`config.mk`:
```
export PLATFORM = sky130hd
export DESIGN_NAME = task_graph_sequencer
export DESIGN_NICKNAME = d
export VERILOG_FILES = /design/src/rtl/task_map_pkg.sv /design/src/rtl/tg_index_counter.sv /design/src/rtl/task_graph_sequencer.sv
export SDC_FILE = /design/constraint.sdc
export NUM_CORES = 1
export LEC_CHECK = 0
export BUFFER_PORTS_ARGS = -buffer_cell sky130_fd_sc_hd__buf_2
export CAP_MARGIN = 20
export CORE_MARGIN = 3
export CORE_UTILIZATION = 45
export DETAILED_ROUTE_END_ITERATION = 10
export GPL_TIMING_DRIVEN = 1
export PLACE_DENSITY = 0.73
export RECOVER_POWER = 25
export SLEW_MARGIN = 20
export SYNTH_ARGS = -nofsm -noshare
export SYNTH_HDL_FRONTEND = slang
export SYNTH_SLANG_ARGS = --single-unit
```
`constraint.sdc`:
```
create_clock -name clk -period 3.2 [get_ports clk]
set_input_delay 0.16 -clock clk [delete_from_list [all_inputs] [get_ports clk]]
set_output_delay 0.16 -clock clk [all_outputs]
set_load 0.05 [all_outputs]
```
`src/rtl/task_map_pkg.sv`:
```
// Shared types and sizing helpers for the task-graph sequencer and the task mapper.
package task_map_pkg;

    localparam int TM_NUM_V  = 4;
    localparam int TM_DATA_W = 32;

    typedef enum logic [2:0] {
        IDLE  = 3'd0,
        FETCH = 3'd1,
        WAIT  = 3'd2,
        ISSUE = 3'd3,
        DONE  = 3'd4
    } tseq_state_t;

    function automatic int addr_w(input int nv);
        return (nv * nv > 1) ? $clog2(nv * nv) : 1;
    endfunction

    function automatic int rc_w(input int nv);
        return (nv > 1) ? $clog2(nv) : 1;
    endfunction

    function automatic int cnt_w(input int nv);
        return $clog2(nv * nv + 1);
    endfunction

endpackage

```
`src/rtl/tg_index_counter.sv`:
```
// Row-major row/col walker over an NUM_V x NUM_V matrix; o_last flags the final entry.
module tg_index_counter
    import task_map_pkg::*;
#(
    parameter int NUM_V = TM_NUM_V,
    parameter int RCW   = rc_w(NUM_V)
) (
    input  logic           i_clk,
    input  logic           i_rst,
    input  logic           i_clear,
    input  logic           i_advance,
    output logic [RCW-1:0] o_row,
    output logic [RCW-1:0] o_col,
    output logic           o_last
);

    localparam logic [RCW-1:0] MAX_IDX = RCW'(NUM_V - 1);
    localparam logic [RCW-1:0] ONE     = RCW'(1);

    logic [RCW-1:0] r_row;
    logic [RCW-1:0] r_col;

    always_ff @(posedge i_clk) begin
        if (i_rst) begin
            r_row <= '0;
            r_col <= '0;
        end else if (i_clear) begin
            r_row <= '0;
            r_col <= '0;
        end else if (i_advance) begin
            if (r_col == MAX_IDX) begin
                r_col <= '0;
                r_row <= (r_row == MAX_IDX) ? '0 : r_row + ONE;
            end else begin
                r_col <= r_col + ONE;
            end
        end
    end

    assign o_row  = r_row;
    assign o_col  = r_col;
    assign o_last = (r_row == MAX_IDX) && (r_col == MAX_IDX);

endmodule

```
`src/rtl/task_graph_sequencer.sv`:
```
// Streams an adjacency matrix from synchronous-read memory to the task mapper.
// Define TASK_SEQ_SKIP_ZERO_EN to drop zero-weight entries instead of issuing them.
module task_graph_sequencer
    import task_map_pkg::*;
#(
    parameter int NUM_V  = TM_NUM_V,
    parameter int DATA_W = TM_DATA_W,
    parameter int AW     = addr_w(NUM_V),
    parameter int RCW    = rc_w(NUM_V),
    parameter int CW     = cnt_w(NUM_V)
) (
    input  logic              clk,
    input  logic              rst_b,
    input  logic              start,
    output logic              mem_rd_en,
    output logic [AW-1:0]     mem_addr,
    input  logic [DATA_W-1:0] mem_rd_data,
    output logic [DATA_W-1:0] task_array,
    output logic [RCW-1:0]    row,
    output logic [RCW-1:0]    col,
    output logic              task_valid,
    input  logic              task_ready,
    output logic              root_task,
    output logic              busy,
    output logic              done,
    output logic [CW-1:0]     edge_count,
    output tseq_state_t       o_dbg_state
);

    // Handshake: an entry transfers on a rising edge where task_valid && task_ready;
    // task_array/row/col/root_task stay stable while task_valid waits for task_ready.

    tseq_state_t       r_state;
    logic              r_found;
    logic              r_mem_rd_en;
    logic              r_task_valid;
    logic              r_root_task;
    logic              r_busy;
    logic              r_done;
    logic [DATA_W-1:0] r_task_array;
    logic [CW-1:0]     r_edge_count;

    logic              w_clear;
    logic              w_advance;
    logic              w_last;
    logic              w_xfer;
    logic              w_rd_nonzero;
    logic [RCW-1:0]    w_row;
    logic [RCW-1:0]    w_col;

    assign w_clear      = (r_state == IDLE) && start;
    assign w_xfer       = (r_state == ISSUE) && task_ready;
    assign w_rd_nonzero = |mem_rd_data;
`ifdef TASK_SEQ_SKIP_ZERO_EN
    assign w_advance    = w_xfer || ((r_state == WAIT) && !w_rd_nonzero);
`else
    assign w_advance    = w_xfer;
`endif

    tg_index_counter #(
        .NUM_V (NUM_V),
        .RCW   (RCW)
    ) u_index (
        .i_clk     (clk),
        .i_rst     (rst_b),
        .i_clear   (w_clear),
        .i_advance (w_advance),
        .o_row     (w_row),
        .o_col     (w_col),
        .o_last    (w_last)
    );

    always_ff @(posedge clk) begin
        if (rst_b) begin
            r_state      <= IDLE;
            r_found      <= 1'b0;
            r_mem_rd_en  <= 1'b0;
            r_task_valid <= 1'b0;
            r_root_task  <= 1'b0;
            r_busy       <= 1'b0;
            r_done       <= 1'b0;
            r_task_array <= '0;
            r_edge_count <= '0;
        end else begin
            r_mem_rd_en <= 1'b0;
            r_done      <= 1'b0;
            case (r_state)
                IDLE: begin
                    if (start) begin
                        r_edge_count <= '0;
                        r_found      <= 1'b0;
                        r_mem_rd_en  <= 1'b1;
                        r_busy       <= 1'b1;
                        r_state      <= FETCH;
                    end
                end
                FETCH: r_state <= WAIT;
                WAIT: begin
                    r_task_array <= mem_rd_data;
                    if (w_rd_nonzero) begin
                        r_edge_count <= r_edge_count + CW'(1);
                    end
`ifdef TASK_SEQ_SKIP_ZERO_EN
                    if (!w_rd_nonzero) begin
                        if (w_last) begin
                            r_done  <= 1'b1;
                            r_state <= DONE;
                        end else begin
                            r_mem_rd_en <= 1'b1;
                            r_state     <= FETCH;
                        end
                    end else begin
                        r_task_valid <= 1'b1;
                        r_root_task  <= !r_found;
                        r_state      <= ISSUE;
                    end
`else
                    r_task_valid <= 1'b1;
                    r_root_task  <= w_rd_nonzero && !r_found;
                    r_state      <= ISSUE;
`endif
                end
                ISSUE: begin
                    if (task_ready) begin
                        r_task_valid <= 1'b0;
                        r_root_task  <= 1'b0;
                        if (|r_task_array) begin
                            r_found <= 1'b1;
                        end
                        if (w_last) begin
                            r_done  <= 1'b1;
                            r_state <= DONE;
                        end else begin
                            r_mem_rd_en <= 1'b1;
                            r_state     <= FETCH;
                        end
                    end
                end
                DONE: begin
                    r_busy  <= 1'b0;
                    r_state <= IDLE;
                end
                default: r_state <= IDLE;
            endcase
        end
    end

    assign mem_rd_en   = r_mem_rd_en;
    assign mem_addr    = AW'(int'(w_row) * NUM_V + int'(w_col));
    assign task_array  = r_task_array;
    assign row         = w_row;
    assign col         = w_col;
    assign task_valid  = r_task_valid;
    assign root_task   = r_root_task;
    assign busy        = r_busy;
    assign done        = r_done;
    assign edge_count  = r_edge_count;
    assign o_dbg_state = r_state;

endmodule

```
==> flow_summary_export.csv, run 1 <==
group,metric,value,unit
outcome,outcome,"complete, no violations",
global_route,overflow,0,
finish,fillers,436,
global_route,grt_pass1_wl,8342,um
finish,area_growth_syn_to_layout,24.38,%
timing,tightest_slew,0.8423,ns
die,num_rows,24,
worst_setup_path,path_cells,"nor2_4 > nand2_1 > or3_2 > o22ai_1",
clock_tree,cts_sinks,50,
synth,avgSynthCellArea,7.982,um^2
timing,final_hold_viol_count,0,
finish,antenna_cells,0,
clock_tree,cts_setup_buffers,0,
worst_setup_path,critical_path_buf_inv_count,0,
finish,layout_commonest_cell,"nand2_1",
timing,tns,0,ns
worst_setup_path,crit_arrival,2.28,ns
drt,drt_iter0_drc,114,
worst_setup_path,slowest_delay,0.69,ns
timing,grt_setup_unrepaired,"no",
clock_tree,clock_latency,0.29,ns
die,die_area,5482,um^2
synth,yosys_warnings,0,
flow_run,max-cap-violations,0,
synth,synthDistinctLibCells,35,
synth,syn-num-nets,300,
worst_setup_path,endpoint_kind,"flip-flop",
synth,netlist_instances,261,
timing,setup_viol,0,
worst_setup_path,crit_family,"simple AND/OR/NAND/NOR gates",
finish,final_cell_mix,"nand2_1, buf_2, dfxtp_1, a21oi_1, clkbuf_1",
drt,post_drt_via_cell_ratio,5.312,
die,die_w,74.04,um
timing,fin_skew,0.002698,ns
die,coreArea,4414,um^2
global_route,antenna_found_initial,0,
die,dieHeight,74.04,um
drt,ant_nets,0,
clock_tree,ctsResizeCount,0,
global_route,grt_usage,19.28,%
power_and_ir_drop,peakVddDrop,280.1,uV
power_and_ir_drop,total_power,1.403,mW
worst_setup_path,setup.worst_path.start_class,"flip-flop",
timing,finalMaxSlewViolations,0,
clock_tree,ctsHoldBuffers,0,
timing,clock.fmax,0.4869,GHz
drt,drc,0,
worst_setup_path,cp_max_fo,25,
worst_setup_path,cp_slowest_cell,"or3_2",
timing,period_share,64.18,%
global_route,grt_pass1_vias,1860,
power_and_ir_drop,p_per_area,541.4,nW/um^2
clock_tree,cts_max_level,2,
drt,post_drt_wl_per_cell,13.33,um
clock_tree,cts_tree,"built",
clock_tree,cts_buffers,5,
timing,fin_crit,2.054,ns
synth,seq_area_frac_synth,48.05,%
placement,io_buffers,88,
worst_setup_path,crit_required,3.42,ns
clock_tree,cts_buffer_depth,2,
clock_tree,root_buffer,"clkbuf_8",
clock_tree,path_clk_slew,0.08,ns
power_and_ir_drop,p_leak,1.065,nW
min_path,holdCritPathClass,"input port to flip-flop",
die,start_util,47.19,%
placement,gp_congestion,0.8575,
synth,synth.cell_area,2083,um^2
global_route,grt_max_degree,49,
timing,slew_headroom,43.85,%
finish,drive_gt1_share,23.60,%
finish,utilization,58.70,%
drt,first_pass_iters,4,
placement,dp_hpwl,3875,um
drt,vias,2077,
die,io_pins,89,
worst_setup_path,crit_type,"flip-flop to flip-flop",
synth,synth_seq_cells,50,
finish,nNetsFinal,378,
drt,drt-total-wl,5213,um
[cells in the mapped netlist (all sizes together)]
library cell | number | area (um^2)
a21oi | 42 | 214.0
clkbuf | 9 | 33.78
nand4b | 1 | 8.760
nand2 | 79 | 296.5
a2111o | 1 | 11.26
nand4 | 3 | 18.77
nand2b | 2 | 12.51
or2 | 2 | 12.52
buf | 10 | 60.06
o22ai | 2 | 12.51
nor2 | 8 | 40.04
nor2b | 2 | 12.51
inv | 3 | 11.26
and2 | 2 | 12.51
a2111oi | 1 | 8.760
o211ai | 2 | 15.01
a211oi | 2 | 15.01
nor3 | 5 | 25.02
o41ai | 1 | 8.760
nor4 | 18 | 127.6
o32ai | 1 | 16.27
o21ai | 2 | 10.01
and3 | 1 | 6.260
nand3 | 5 | 25.02
ha | 3 | 37.54
dfxtp | 50 | 1001
or3 | 3 | 21.27
a41oi | 1 | 8.760
[layout make-up]
type | count | area [um^2] | share of cell area, %
multi-input cells | 189 | 977.2 | 37.71
repair buffers | 90 | 424.2 | 16.37
clock inverters | 1 | 30.03 | 1.159
well taps | 52 | 65.06 | 2.511
flip-flops and latches | 50 | 1001 | 38.63
clock buffers | 6 | 82.58 | 3.187
inverters | 3 | 11.26 | 0.4346
[final timing paths]
path                        from       endpoint  slack, ns  depth (start not counted)
setup / recovery  o_dbg_state[2]  edge_count[4]       1.15                          4
hold / removal    mem_rd_data[0]  task_array[0]       0.11                          3
setup reg to reg  o_dbg_state[2]  edge_count[4]       1.15                          4
hold reg to reg    task_array[0]  task_array[0]       0.47                          2
[registers in the layout, indices dropped and copies added, names as in the netlist]
register,flops
busy,1
edge_count,5
mem_rd_en,1
root_task,1
u_index.o_row,2
task_array,32
u_index.o_col,2
done,1
r_found,1
task_valid,1
o_dbg_state,3
[kinds of logic after synthesis]
logic type,Yosys count,synth area share [%]
compound gates,55,15.38
fa+ha+maj,3,1.802
buf+inv,22,5.045
flops,50,48.05
simple gates,131,29.73
[metal layers]
metal  vias up  part of all wire (%)  global-route usage (%)
li1       1058                     -                       -
met1       929                    46                   26.46
met2        84                    45                   29.63
met3         6                   8.1                   4.324
met4         0                   1.2                   7.243
met5         -                     0                       0
[power by group]
part           internal (mW)  switching [mW]
clock network          0.250           0.194
logic                 0.0730           0.204
registers              0.654          0.0284
[worst min-delay path, delay by kind of cell]
family,cells,cell delay (ns)
AOI/OAI and AO/OA,1,0.05
buffers and inverters,1,0.10
and+or+nand+nor,1,0.05
[metrics by stage]
step / instances / area [um^2] / setup slack [ns] / hold WS, ns
4_1_cts: 391 / 2623 / 1.150 / 0.09856
3_3_place_gp: 384 / 2510 / 1.244 / 0.4149
6_report: 391 / 2591 / 1.146 / 0.1057
3_5_place_dp: 384 / 2510 / 1.174 / 0.4181
2_1_floorplan: 261 / 2083 / 1.448 / 0.2960
5_1_grt: 391 / 2591 / 0.9248 / 0.09746
Note: power is estimated with default switching activity, not from simulation.
==> run 2, diff against run 1 <==
Clock period 3.2 ns to 2.15 ns, I/O delays scaled along.
==> flow_summary_export.csv, run 2 (synthesis results as in run 1) <==
group,metric,value,unit
timing,final_hold_viol_count,0,
min_path,holdCritPathClass,"input port to flip-flop",
timing,fin_crit,1.606,ns
timing,slew_headroom,43.97,%
timing,setup_viol,0,
drt,drt_iter0_drc,63,
global_route,grt_max_degree,49,
outcome,outcome,"complete, no violations",
worst_setup_path,endpoint_kind,"flip-flop",
finish,drive_gt1_share,24.20,%
timing,fin_skew,0.006206,ns
finish,layout_commonest_cell,"nand2_1",
min_path,hold_depth,3,
worst_setup_path,setup.worst_path.start_class,"flip-flop",
placement,io_buffers,88,
die,die_w,74.04,um
global_route,grt_pass1_wl,8266,um
power_and_ir_drop,peakVddDrop,536.7,uV
clock_tree,cts_setup_buffers,0,
power_and_ir_drop,p_leak,1.074,nW
die,die_area,5482,um^2
placement,dp_hpwl,3922,um
clock_tree,root_buffer,"clkbuf_8",
global_route,antenna_found_initial,0,
clock_tree,cts_tree,"built",
power_and_ir_drop,p_per_area,797.7,nW/um^2
finish,area_growth_syn_to_layout,25.35,%
finish,final_cell_mix,"nand2_1, buf_2, dfxtp_1, a21oi_1, clkbuf_1",
clock_tree,ctsResizeCount,0,
die,dieHeight,74.04,um
flow_run,max-cap-violations,0,
clock_tree,ctsHoldBuffers,0,
die,coreArea,4414,um^2
drt,vias,2113,
worst_setup_path,crit_arrival,1.84,ns
worst_setup_path,crit_required,2.38,ns
timing,finalMaxSlewViolations,0,
placement,gp_congestion,0.7997,
clock_tree,cts_buffer_depth,2,
clock_tree,cts_buffers,5,
timing,tns,0,ns
clock_tree,path_clk_slew,0.09,ns
worst_setup_path,cp_max_fo,12,
timing,grt_setup_unrepaired,"no",
finish,utilization,59.16,%
timing,tightest_slew,0.8404,ns
clock_tree,cts_max_level,2,
drt,drc,0,
drt,ant_nets,0,
worst_setup_path,crit_type,"flip-flop to flip-flop",
finish,largest_reg_flops,32,
die,num_rows,24,
drt,post_drt_via_cell_ratio,5.349,
finish,nNetsFinal,381,
drt,post_drt_wl_per_cell,13.24,um
timing,clock.fmax,0.6225,GHz
global_route,grt_usage,19.25,%
clock_tree,cts_sinks,50,
global_route,overflow,0,
die,io_pins,89,
timing,period_share,74.72,%
drt,drt-total-wl,5230,um
global_route,grt_pass1_vias,1865,
drt,first_pass_iters,5,
die,start_util,47.19,%
finish,antenna_cells,0,
clock_tree,clock_latency,0.30,ns
worst_setup_path,r2r_cells,5,
==> run 2: final cells by class <==
class                      count  area (um^2)
fill                         437         1803
sequential                    50         1001
multi-input combinational    189        977.2
timing repair buffer          93        446.7
clock buffer                   6        72.57
tap                           52        65.06
clock inverter                 2        37.54
inverter                       3        11.26
==> run 2: worst max-delay path: stages, from the launching register on <==
cell	delay, ns
dfxtp_1	0.56
nand3_1	0.23
nor2_2	0.20
nand2_1	0.11
or3_1	0.31
a21oi_1	0.13
==> run 2: where the power goes <==
group / switching [mW] / leakage [nW] / internal (mW) / total (mW)
logic: 0.305 / 0.616 / 0.113 / 0.418
registers: 0.0433 / 0.407 / 0.973 / 1.02
clock network: 0.301 / 0.0514 / 0.347 / 0.649
==> run 2: per-stage QoR <==
stage	setup WS [ns]	instances	area [um^2]	power [mW]	hold WS, ns
2_1_floorplan	0.3981	261	2083	1.334	0.2435
3_3_place_gp	0.5343	387	2532	1.460	0.3603
3_5_place_dp	0.4990	387	2532	1.464	0.3671
4_1_cts	0.5711	395	2643	2.108	0.04214
5_1_grt	0.4147	395	2611	2.174	0.04122
6_report	0.5436	395	2611	2.083	0.05125
==> run 2: routing by layer <==
layer  part of all wire, %  GRT usage, %  routed length [um]  vias to the layer above
met5                     0             0                   0                        -
met4                  0.94         6.036                  49                        0
met3                   8.1         5.270                 422                        6
met2                    47         30.71                2467                       88
met1                    44         25.42                2290                      952
li1                      -             -                   -                     1067
==> run 2: final timing paths <==
check             startpoint          endpoint  slack [ns]
max           o_dbg_state[1]  u_index.o_row[0]        0.54
min          mem_rd_data[24]    task_array[24]        0.05
max reg2reg   o_dbg_state[1]  u_index.o_row[0]        0.54
min reg2reg   task_array[19]    task_array[19]        0.48
